File: src/rtl/vga_tile_pkg.sv
// Shared constants and types for the tile board renderer: palette, cursor colour,
// cursor-move FSM encoding and the index-width helper.
package vga_tile_pkg;

  localparam logic [11:0] CURSOR_COLOR = 12'h777;

  localparam logic [11:0] STATUS_COLOR [12] = '{
    12'hfff, 12'h770, 12'h0f0, 12'h00f, 12'h700, 12'h070,
    12'h007, 12'hff0, 12'h0ff, 12'hf00, 12'h000, 12'h000
  };

  typedef enum logic [1:0] {
    IDLE   = 2'd0,
    HOLD   = 2'd1,
    REPEAT = 2'd2
  } move_state_t;

  function automatic int idx_w(input int n);
    return (n <= 1) ? 1 : $clog2(n);
  endfunction

  // Codes outside the palette render black rather than aliasing into it.
  function automatic logic [11:0] status_color(input logic [31:0] s);
    if (s < 32'd12) return STATUS_COLOR[s[3:0]];
    return 12'h000;
  endfunction

endpackage

File: src/rtl/tile_board_display_if.sv
// Reveal/flag request channel from the board display to the game logic.
interface tile_board_display_if #(
  parameter int IDW = 5
);
  logic           req_valid;
  logic           req_flag;
  logic [IDW-1:0] req_id;
  logic           req_ready;

  modport master (output req_valid, output req_flag, output req_id, input req_ready);
  modport slave  (input req_valid, input req_flag, input req_id, output req_ready);
endinterface

File: src/rtl/button_conditioner.sv
// Two-flop synchroniser for a raw push button, with level and rising-edge outputs.
module button_conditioner (
  input  logic clk,
  input  logic reset,
  input  logic raw,
  output logic level,
  output logic rise
);

  logic [2:0] sh;

  always_ff @(posedge clk or posedge reset) begin
    if (reset) sh <= '0;
    else       sh <= {sh[1:0], raw};
  end

  assign level = sh[1];
  assign rise  = sh[1] & ~sh[2];

endmodule

File: src/rtl/tile_board_display.sv
// Board renderer and cursor controller: pixel-to-tile pipeline, frame-rate cursor
// movement with hold-to-repeat, and reveal/flag request issue.
//   state  | meaning
//   IDLE   | no direction held
//   HOLD   | first step taken, counting toward auto-repeat
//   REPEAT | auto-repeating every REPEAT_PERIOD frames
module tile_board_display
  import vga_tile_pkg::*;
#(
  parameter int COLS          = 5,
  parameter int ROWS          = 5,
  parameter int TILE_SHIFT    = 6,
  parameter int ORG_X         = 1,
  parameter int ORG_Y         = 1,
  parameter int STATUS_W      = 4,
  parameter int BPC           = 12,
  parameter int REPEAT_DELAY  = 20,
  parameter int REPEAT_PERIOD = 6,
  localparam int IDW          = idx_w(COLS * ROWS)
) (
  input  logic                clk,
  input  logic                reset,
  input  logic                pix_en,
  input  logic                active,
  input  logic                frame_end,
  input  logic                hsync_in,
  input  logic                vsync_in,
  input  logic [9:0]          x,
  input  logic [8:0]          y,
  input  logic [BPC-1:0]      bg_color,
  output logic [IDW-1:0]      tile_addr,
  input  logic [STATUS_W-1:0] tile_status,
  input  logic                btn_up,
  input  logic                btn_down,
  input  logic                btn_left,
  input  logic                btn_right,
  input  logic                btn_sel,
  input  logic                btn_flag,
  input  logic                clear,
  output logic [BPC-1:0]      rgb,
  output logic                hsync,
  output logic                vsync,
  output logic [IDW-1:0]      cursor_id,
  tile_board_display_if.master req
);

  localparam int CNT_MAX = (REPEAT_DELAY > REPEAT_PERIOD) ? REPEAT_DELAY : REPEAT_PERIOD;
  localparam int CNT_W   = $clog2(CNT_MAX) + 1;

  logic [5:0] btn_raw, btn_lvl, btn_rise;
  logic       unused_dir_rise;

  assign btn_raw = {btn_flag, btn_sel, btn_right, btn_left, btn_down, btn_up};

  for (genvar i = 0; i < 6; i++) begin : g_btn
    button_conditioner u_btn (
      .clk   (clk),
      .reset (reset),
      .raw   (btn_raw[i]),
      .level (btn_lvl[i]),
      .rise  (btn_rise[i])
    );
  end

  assign unused_dir_rise = ^btn_rise[3:0];

  logic up_l, down_l, left_l, right_l, sel_l, flag_l, sel_r, flag_r;
  assign {flag_l, sel_l, right_l, left_l, down_l, up_l} = btn_lvl;
  assign sel_r  = btn_rise[4];
  assign flag_r = btn_rise[5];

  logic [9:0] cur_col, cur_row, col_n, row_n;
  logic [9:0] tx, ty;
  logic       in_board, is_cursor;

  assign tx        = (x >> TILE_SHIFT) - 10'(ORG_X);
  assign ty        = ({1'b0, y} >> TILE_SHIFT) - 10'(ORG_Y);
  assign in_board  = (tx < 10'(COLS)) && (ty < 10'(ROWS));
  assign is_cursor = in_board && (tx == cur_col) && (ty == cur_row);
  assign cursor_id = IDW'(cur_row * 10'(COLS) + cur_col);

  logic           s1_in_board, s1_cursor, s1_active, s1_hs, s1_vs;
  logic [BPC-1:0] pix_color;

  always_ff @(posedge clk or posedge reset) begin
    if (reset) begin
      tile_addr   <= '0;
      s1_in_board <= 1'b0;
      s1_cursor   <= 1'b0;
      s1_active   <= 1'b0;
      s1_hs       <= 1'b1;
      s1_vs       <= 1'b1;
    end else if (pix_en) begin
      if (in_board) tile_addr <= IDW'(ty * 10'(COLS) + tx);
      s1_in_board <= in_board;
      s1_cursor   <= is_cursor;
      s1_active   <= active;
      s1_hs       <= hsync_in;
      s1_vs       <= vsync_in;
    end
  end

  always_comb begin
    pix_color = bg_color;
    if (!s1_active)                    pix_color = '0;
    else if (s1_in_board && s1_cursor) pix_color = BPC'(CURSOR_COLOR);
    else if (s1_in_board)              pix_color = BPC'(status_color(32'(tile_status)));
  end

  // tile_status answers the S1 address one clk later, so it is settled by the next strobe.
  always_ff @(posedge clk or posedge reset) begin
    if (reset) begin
      rgb   <= '0;
      hsync <= 1'b1;
      vsync <= 1'b1;
    end else if (pix_en) begin
      rgb   <= pix_color;
      hsync <= s1_hs;
      vsync <= s1_vs;
    end
  end

  move_state_t      state, state_n;
  logic [CNT_W-1:0] cnt, cnt_n;
  logic             fe_q, fe_rise, dir_any, do_step;

  assign fe_rise = frame_end & ~fe_q;
  assign dir_any = up_l | down_l | left_l | right_l;

  always_ff @(posedge clk or posedge reset) begin
    if (reset) begin
      fe_q    <= 1'b0;
      state   <= IDLE;
      cnt     <= '0;
      cur_col <= '0;
      cur_row <= '0;
    end else begin
      fe_q    <= frame_end;
      state   <= state_n;
      cnt     <= cnt_n;
      cur_col <= col_n;
      cur_row <= row_n;
    end
  end

  always_comb begin
    state_n = state;
    cnt_n   = cnt;
    do_step = 1'b0;
    col_n   = cur_col;
    row_n   = cur_row;
    if (fe_rise) begin
      if (!dir_any) begin
        state_n = IDLE;
        cnt_n   = '0;
      end else begin
        case (state)
          IDLE: begin
            do_step = 1'b1;
            state_n = HOLD;
            cnt_n   = '0;
          end
          HOLD: begin
            if (cnt == CNT_W'(REPEAT_DELAY - 1)) begin
              do_step = 1'b1;
              state_n = REPEAT;
              cnt_n   = '0;
            end else begin
              cnt_n = cnt + CNT_W'(1);
            end
          end
          REPEAT: begin
            if (cnt == CNT_W'(REPEAT_PERIOD - 1)) begin
              do_step = 1'b1;
              cnt_n   = '0;
            end else begin
              cnt_n = cnt + CNT_W'(1);
            end
          end
          default: state_n = IDLE;
        endcase
      end
    end
    if (do_step) begin
      if (right_l && !left_l && cur_col != 10'(COLS - 1)) col_n = cur_col + 10'd1;
      else if (left_l && !right_l && cur_col != 10'd0)    col_n = cur_col - 10'd1;
      if (down_l && !up_l && cur_row != 10'(ROWS - 1))    row_n = cur_row + 10'd1;
      else if (up_l && !down_l && cur_row != 10'd0)       row_n = cur_row - 10'd1;
    end
  end

  logic           valid_q, flag_q, blocked;
  logic [IDW-1:0] id_q;

  // blocked stops a button still held across a clear from re-issuing the aborted request.
  always_ff @(posedge clk or posedge reset) begin
    if (reset) begin
      valid_q <= 1'b0;
      flag_q  <= 1'b0;
      id_q    <= '0;
      blocked <= 1'b0;
    end else if (clear) begin
      valid_q <= 1'b0;
      blocked <= 1'b1;
    end else begin
      if (blocked && !sel_l && !flag_l) blocked <= 1'b0;
      if (valid_q) begin
        if (req.req_ready) valid_q <= 1'b0;
      end else if ((sel_r || flag_r) && !blocked) begin
        valid_q <= 1'b1;
        id_q    <= cursor_id;
        flag_q  <= flag_r && !sel_r;
      end
    end
  end

  assign req.req_valid = valid_q;
  assign req.req_flag  = flag_q;
  assign req.req_id    = id_q;

endmodule
File: src/flat_wrapper.sv
// flat-port wrapper written by rule: the top's interface ports become plain ports
module tile_board_display_flat import vga_tile_pkg::*;
#(
  parameter int COLS          = 5,
  parameter int ROWS          = 5,
  parameter int TILE_SHIFT    = 6,
  parameter int ORG_X         = 1,
  parameter int ORG_Y         = 1,
  parameter int STATUS_W      = 4,
  parameter int BPC           = 12,
  parameter int REPEAT_DELAY  = 20,
  parameter int REPEAT_PERIOD = 6,
  localparam int IDW          = idx_w(COLS * ROWS)
)
  (clk, reset, pix_en, active, frame_end, hsync_in, vsync_in, x, y, bg_color, tile_addr, tile_status, btn_up, btn_down, btn_left, btn_right, btn_sel, btn_flag, clear, rgb, hsync, vsync, cursor_id, req_req_valid, req_req_flag, req_req_id, req_req_ready);
  tile_board_display_if req_i ();
  input  logic clk;
  input  logic reset;
  input  logic pix_en;
  input  logic active;
  input  logic frame_end;
  input  logic hsync_in;
  input  logic vsync_in;
  input  logic [9:0] x;
  input  logic [8:0] y;
  input  logic [BPC-1:0] bg_color;
  output logic [IDW-1:0] tile_addr;
  input  logic [STATUS_W-1:0] tile_status;
  input  logic btn_up;
  input  logic btn_down;
  input  logic btn_left;
  input  logic btn_right;
  input  logic btn_sel;
  input  logic btn_flag;
  input  logic clear;
  output logic [BPC-1:0] rgb;
  output logic hsync;
  output logic vsync;
  output logic [IDW-1:0] cursor_id;
  output wire logic [$bits(req_i.req_valid)-1:0] req_req_valid;
  output wire logic [$bits(req_i.req_flag)-1:0] req_req_flag;
  output wire logic [$bits(req_i.req_id)-1:0] req_req_id;
  input wire logic [$bits(req_i.req_ready)-1:0] req_req_ready;
  assign req_req_valid = req_i.req_valid;
  assign req_req_flag = req_i.req_flag;
  assign req_req_id = req_i.req_id;
  assign req_i.req_ready = req_req_ready;
  tile_board_display #(.COLS(COLS), .ROWS(ROWS), .TILE_SHIFT(TILE_SHIFT), .ORG_X(ORG_X), .ORG_Y(ORG_Y), .STATUS_W(STATUS_W), .BPC(BPC), .REPEAT_DELAY(REPEAT_DELAY), .REPEAT_PERIOD(REPEAT_PERIOD)) u_core (.clk(clk), .reset(reset), .pix_en(pix_en), .active(active), .frame_end(frame_end), .hsync_in(hsync_in), .vsync_in(vsync_in), .x(x), .y(y), .bg_color(bg_color), .tile_addr(tile_addr), .tile_status(tile_status), .btn_up(btn_up), .btn_down(btn_down), .btn_left(btn_left), .btn_right(btn_right), .btn_sel(btn_sel), .btn_flag(btn_flag), .clear(clear), .rgb(rgb), .hsync(hsync), .vsync(vsync), .cursor_id(cursor_id), .req(req_i));
endmodule
File: config.mk
export PLATFORM = sky130hd
export DESIGN_NAME = tile_board_display_flat
export DESIGN_NICKNAME = d
export VERILOG_FILES = /design/src/rtl/vga_tile_pkg.sv /design/src/rtl/tile_board_display_if.sv /design/src/rtl/button_conditioner.sv /design/src/rtl/tile_board_display.sv /design/src/flat_wrapper.sv
export SDC_FILE = /design/constraint.sdc
export NUM_CORES = 1
export LEC_CHECK = 0
export CAP_MARGIN = 40
export CORE_ASPECT_RATIO = 0.9
export CORE_UTILIZATION = 25
export DETAILED_ROUTE_END_ITERATION = 8
export SKIP_LAST_GASP = 1
export SYNTH_ARGS = -nofsm -noshare
export SYNTH_HDL_FRONTEND = slang
export SYNTH_HIERARCHICAL = 1
export SYNTH_SLANG_ARGS = --single-unit
File: constraint.sdc
create_clock -name clk -period 3 [get_ports clk]
set_clock_uncertainty 0.1 [all_clocks]
set_input_delay 0.9 -clock clk [delete_from_list [all_inputs] [get_ports clk]]
set_output_delay 0.9 -clock clk [all_outputs]
set_load 0.01 [all_outputs]
==> flow_metrics.py, run 1 <==
metrics = {
    "worst_setup_path": {
        "critPathCaptureType": "output port",
        "crit_fanout": 2,
        "cp.required_ns": 2.00,
        "path_class": "reg -> out",
        "startpoint_type": "register",
        "worstPathArrival_ns": 2.32,
    },
    "logic_synthesis": {
        "syn-cell-area_um2": 4760,
        "syn_nets": 594,
        "synth_warnings": 6,
        "avgSynthCellArea_um2": 9.69,
        "syn_inst": 491,
    },
    "clock_network": {
        "cts-buffers-inserted": 9,
        "clkLatencyLatePin_ns": 0.34,
        "clock_path_buffers": 2,
        "clk_pin_slew_ns": 0.06,
        "cts-root-buf": "clkbuf_16",
        "clock_sinks": 75,
        "h-tree-depth": 3,
        "cts_tree": "built",
    },
    "timing": {
        "fin_hold_ws_ns": 0.248,
        "period_needed_ns": 3.32,
        "setup_violations": 4,
        "relSlewSlack_pct": 69.0,
        "fin_ws_ns": -0.317,
        "worstMarginPinSlew_ns": 0.461,
        "max_freq_mhz": 301,
        "drv_slew": 0,
        "fin_setup_tns_ns": -0.650,
        "min_period_over_period_pct": 111,
        "rsz0062_at_grt": "true",
        "hold_violations": 0,
    },
    "cells_and_area": {
        "nets": 760,
        "final_util_pct": 39.8,
        "final_cell_area_um2": 7370,
        "drive_above_1_share_pct": 32.5,
        "n_antenna_cell": 0,
        "syn_to_final_growth_pct": 54.8,
        "n_fill_cell": 1802,
    },
    "route": {
        "firstDrtPassIters": 5,
        "drt_iter0_drc": 172,
        "drtAntennaViolNets": 0,
        "via_per_inst": 4.45,
        "routed_wl_um": 12000,
        "remaining_drc_errors": 0,
        "post_drt_wl_per_cell_um": 13.2,
        "vias": 4032,
    },
    "die": {
        "io_pins": 81,
        "dieArea_um2": 19600,
        "die_h_um": 133,
        "die_w_um": 147,
        "initial_core_util_pct": 25.7,
        "fp.coreArea_um2": 18500,
        "rows": 47,
    },
    "global_route": {
        "grtUsageTotal_pct": 12.2,
        "grt_pass1_wl_um": 19000,
        "grt_pass1_vias": 3941,
        "grt_overflow": 0,
        "grt_antenna_before_repair": 0,
        "grt_max_degree": 41,
    },
    "status": {
        "outcome": "finished, violations left",
        "violations": "negative setup slack",
    },
    "placed_design": {
        "place.gp.congestion": 0.782,
        "port-buffer-count": 68,
        "dp_hpwl_um": 8750,
        "dpl-instance-area_um2": 6350,
    },
    "worst_hold_path": {
        "hold_path_class": "reg -> reg",
    },
    "run": {
        "max-cap-violations": 0,
    },
    "pwr": {
        "power_density_nw_per_um2": 964,
        "irDropWorstVdd_v": 0.000410,
        "p_leak_nw": 3.24,
    },
}
## cell type report
cell class	instances	area, µm²	area share [%]
Multi-Input combinational cell	354	3170	43.0
Sequential cell	75	1880	25.5
Timing Repair Buffer	163	1460	19.8
Tap cell	245	307	4.16
Clock buffer	11	243	3.29
Inverter	54	205	2.79
Clock inverter	5	108	1.46
## registers in the layout, indices dropped and copies added (netlist names), 2 cells and up
signal / cells
u_core/state: 2
u_core/rgb: 12
u_core/req.req_id: 5
u_core/tile_addr: 5
u_core/cur_row: 10
u_core/cnt: 6
u_core/g_btn.u_btn/sh: 14
u_core/cur_col: 10
## worst paths after layout
path | cells past startpoint | from | to | slack [ns]
max | 8 | u_core/cur_row[3] | cursor_id[4] | -0.32
min | 0 | u_core/g_btn[4].u_btn/sh[0] | u_core/g_btn[4].u_btn/sh[1] | 0.25
max in group asynchronous | 3 | reset | u_core/hsync | 1.44
max reg2reg | 11 | u_core/cur_row[5] | u_core/cur_row[9] | -0.09
min in group asynchronous | 2 | reset | u_core/g_btn[2].u_btn/sh[1] | 0.83
min reg2reg | 0 | u_core/g_btn[4].u_btn/sh[0] | u_core/g_btn[4].u_btn/sh[1] | 0.25
## worst max-delay path, stage by stage (launching register included)
cell and delay [ns]:
dfrtp_1 0.38, ha_1 0.28, inv_1 0.05, fa_2 0.52, inv_2 0.04, ha_4 0.30
a21oi_4 0.06, xnor2_2 0.17, buf_2 0.17
## metal layers
| layer | vias to the layer above | share of wire [%] | GRT usage, % |
|---|---|---|---|
| li1 | 2048 | - | - |
| met1 | 1883 | 46 | 15.4 |
| met2 | 77 | 49 | 20.8 |
| met3 | 24 | 2.7 | 1.31 |
| met4 | 0 | 2.8 | 5.90 |
| met5 | - | 0 | 0 |
## power by group
part	total, W	internal [W]	switching (W)
registers	0.00147	0.00127	0.000195
clock network	0.00127	0.000840	0.000433
logic	0.00436	0.00235	0.00201
total	0.00710	0.00446	0.00264
## cell usage in the layout, fill, tap and decap left out, types with 5 or more instances in the layout
cell type	instances
o31ai_1	5
nor2b_1	9
clkdlybuf4s50_1	61
xnor2_1	16
a21oi_1	15
buf_6	11
o21ai_0	21
mux2i_1	5
ha_4	20
nor2_1	33
clkbuf_16	9
buf_4	83
nand2_1	39
inv_1	48
a21oi_2	6
a21o_1	7
ha_1	27
nand3_1	8
dfrtp_1	71
inv_2	5
nor3_1	10
o21a_1	11
xor2_1	10
nand4_1	5
mux2_2	19
## through the flow
step                      setup WS (ns)  cells  power [W]
after floorplan                  -0.127    491    0.00334
after global placement           -0.477    877    0.00479
after detailed placement         -0.525    877    0.00485
after CTS                        -0.306    899    0.00668
after global routing             -0.369    907    0.00760
final                            -0.317    907    0.00710
## repair_timing
| action | 4_1_cts | 5_1_grt |
|---|---|---|
| pin swaps | 27 | 40 |
| gates resized for setup | 64 | 50 |
| buffers inserted | 6 | 12 |
| hold buffers | 0 | 0 |
| endpoints found under the setup margin | 13 | 14 |
Note: power is estimated with default switching activity, not from simulation.
==> inputs of run 2 (changes only) <==
- CORE_UTILIZATION: 25 -> 49
- PLACE_DENSITY: unset -> 0.77
==> run 2 against run 1 <==
The run still ends with negative setup slack left; sequential share of layout area grew 1.8 points; core utilization increased by 34 points; global-route usage rose by 13 points; clock power is 42% lower; maximum frequency down 2.6%; die area shrank 48%; first-iteration DRC count is 8.1% higher; highest routed layer unchanged; critical endpoint unchanged; worst hold slack better by 0.0026 ns.
==> flow_metrics.py, run 2 (synthesis results as in run 1) <==
metrics = {
    "route": {
        "vias": 4373,
        "drt_iter0_drc": 186,
        "firstDrtPassIters": 6,
        "via_per_inst": 5.56,
        "remaining_drc_errors": 0,
        "routed_wl_um": 13500,
        "drtAntennaViolNets": 0,
        "post_drt_wl_per_cell_um": 17.2,
    },
    "timing": {
        "fin_ws_ns": -0.405,
        "setup_violations": 4,
        "rsz0062_at_grt": "true",
        "period_needed_ns": 3.40,
        "worstMarginPinSlew_ns": 0.463,
        "max_freq_mhz": 294,
        "relSlewSlack_pct": 68.7,
        "fin_setup_tns_ns": -0.982,
        "drv_slew": 0,
        "min_period_over_period_pct": 113,
        "fin_hold_ws_ns": 0.251,
        "hold_violations": 0,
    },
    "die": {
        "fp.coreArea_um2": 9290,
        "die_h_um": 95.5,
        "die_w_um": 106,
        "rows": 33,
        "initial_core_util_pct": 51.2,
        "io_pins": 81,
        "dieArea_um2": 10100,
    },
    "global_route": {
        "grt_antenna_before_repair": 0,
        "grt_overflow": 0,
        "grt_pass1_vias": 4356,
        "grt_pass1_wl_um": 20300,
        "grt_max_degree": 62,
        "grtUsageTotal_pct": 25.6,
    },
    "clock_network": {
        "clkLatencyLatePin_ns": 0.37,
        "clock_path_buffers": 2,
        "clk_pin_slew_ns": 0.08,
        "clock_sinks": 75,
        "cts-root-buf": "clkbuf_8",
        "h-tree-depth": 3,
        "cts-buffers-inserted": 9,
        "postCtsHoldBufs": 0,
        "cts_tree": "built",
    },
    "cells_and_area": {
        "syn_to_final_growth_pct": 44.8,
        "nets": 762,
        "final_util_pct": 74.2,
        "largest_reg_flops": 14,
        "reg_top3": "u_core/g_btn.u_btn/sh (14), u_core/rgb (12)",
        "top_register": "u_core/g_btn.u_btn/sh",
        "most-common-layout-cells": "89 x buf_4, 71 x dfrtp_1, 62 x clkdlybuf4s50_1",
        "drive_above_1_share_pct": 31.2,
        "final_cells": 786,
        "final_common_cell": "buf_4",
        "n_antenna_cell": 0,
    },
    "worst_hold_path": {
        "hold_path_class": "reg -> reg",
    },
    "pwr": {
        "p_leak_nw": 3.13,
        "p_seq_share_pct": 22.5,
        "power_density_nw_per_um2": 954,
        "p_switching_w": 0.00269,
        "irDropWorstVdd_v": 0.000535,
        "clock_power_share_pct": 11.3,
        "switching_share_pct": 41.0,
        "p_int_w": 0.00388,
        "pwr-share-comb_pct": 66.3,
    },
    "worst_setup_path": {
        "rrSetupSlack_ns": -0.10,
        "path_class": "reg -> out",
        "critPathCaptureType": "output port",
        "worstPathArrival_ns": 2.40,
        "cp.required_ns": 2.00,
        "r2r_end": "u_core/cur_row[9]",
        "r2r_cells": 10,
        "critPathCapture": "cursor_id[4]",
        "r2r-start": "u_core/cur_row[5]",
        "crit_fanout": 2,
        "startpoint_type": "register",
        "crit_start": "u_core/cur_row[3]",
    },
    "placed_design": {
        "dp_hpwl_um": 8730,
        "port-buffer-count": 68,
        "dp.cells": 746,
        "place.gp.congestion": 0.902,
        "pre_cts_slack_ns": -0.536,
    },
    "run": {
        "max-cap-violations": 0,
    },
    "status": {
        "outcome": "finished, violations left",
        "violations": "negative setup slack",
    },
}
-- run 2: cell count changes in the layout (fill, tap and decap cells not counted), moves of 3 or more --
cell        delta
clkbuf_16      -9
clkinvlp_4     +4
clkbuf_8       +8
o21ai_1        -3
ha_4           -7
buf_6          -5
bufinv_16      -3
o21ai_0        +3
ha_1           +6
buf_4          +6
-- run 2: critical path: stages (launching register included) --
cell and delay [ns]:
dfrtp_1 0.40, ha_1 0.29, inv_2 0.04, fa_2 0.55, inv_2 0.05, ha_4 0.28
a21oi_4 0.06, xnor2_2 0.19, buf_2 0.17
-- run 2: per-stage QoR --
step / instance area [µm²] / power (W)
after floorplan: 4780 / 0.00334
after global placement: 6140 / 0.00469
after detailed placement: 6140 / 0.00487
after CTS: 6560 / 0.00603
after global routing: 6890 / 0.00696
final: 6890 / 0.00657
-- run 2: worst min-delay path by stage --
stage / start / to / cells past startpoint
final: u_core/g_btn[3].u_btn/sh[0] / u_core/g_btn[3].u_btn/sh[1] / 0
after global routing: u_core/g_btn[3].u_btn/sh[0] / u_core/g_btn[3].u_btn/sh[1] / 0
after CTS: u_core/g_btn[3].u_btn/sh[0] / u_core/g_btn[3].u_btn/sh[1] / 0
after detailed placement: u_core/g_btn[3].u_btn/sh[0] / u_core/g_btn[3].u_btn/sh[1] / 0
after global placement: u_core/g_btn[5].u_btn/sh[0] / u_core/g_btn[5].u_btn/sh[1] / 0
after floorplan: u_core/g_btn[0].u_btn/sh[0] / u_core/g_btn[0].u_btn/sh[1] / 0
-- run 2: final cells by class --
| class | count | area (µm²) |
|---|---|---|
| inverters | 54 | 203 |
| fillers | 590 | 2400 |
| clock inverters | 7 | 58.8 |
| clock buffers | 9 | 124 |
| well taps | 122 | 153 |
| repair buffers | 165 | 1440 |
| multi-input cells | 354 | 3030 |
| flip-flops and latches | 75 | 1880 |
-- run 2: what timing repair did --
| item | 4_1_cts | 5_1_grt |
|---|---|---|
| pin swaps | 15 | 21 |
| buffers inserted | 14 | 12 |
| gates resized for setup | 43 | 41 |
| endpoints found under the setup margin | 11 | 19 |
-- run 2: power groups by stage --
stage | clock, W | sequential [W] | combinational (W)
after global placement | 0 | 0.00144 | 0.00325
after floorplan | 0 | 0.00154 | 0.00181
after detailed placement | 0 | 0.00146 | 0.00341
after CTS | 0.000750 | 0.00145 | 0.00382
final | 0.000741 | 0.00148 | 0.00436
after global routing | 0.000795 | 0.00151 | 0.00465
-- run 2: per-layer routing --
layer / share of wire, % / vias up / GRT usage, %
met4: 3.3 / 0 / 11.1
met2: 50 / 187 / 45.6
met3: 5.3 / 53 / 5.33
met5: 0 / - / 0
met1: 41 / 2096 / 30.2
li1: - / 2037 / -
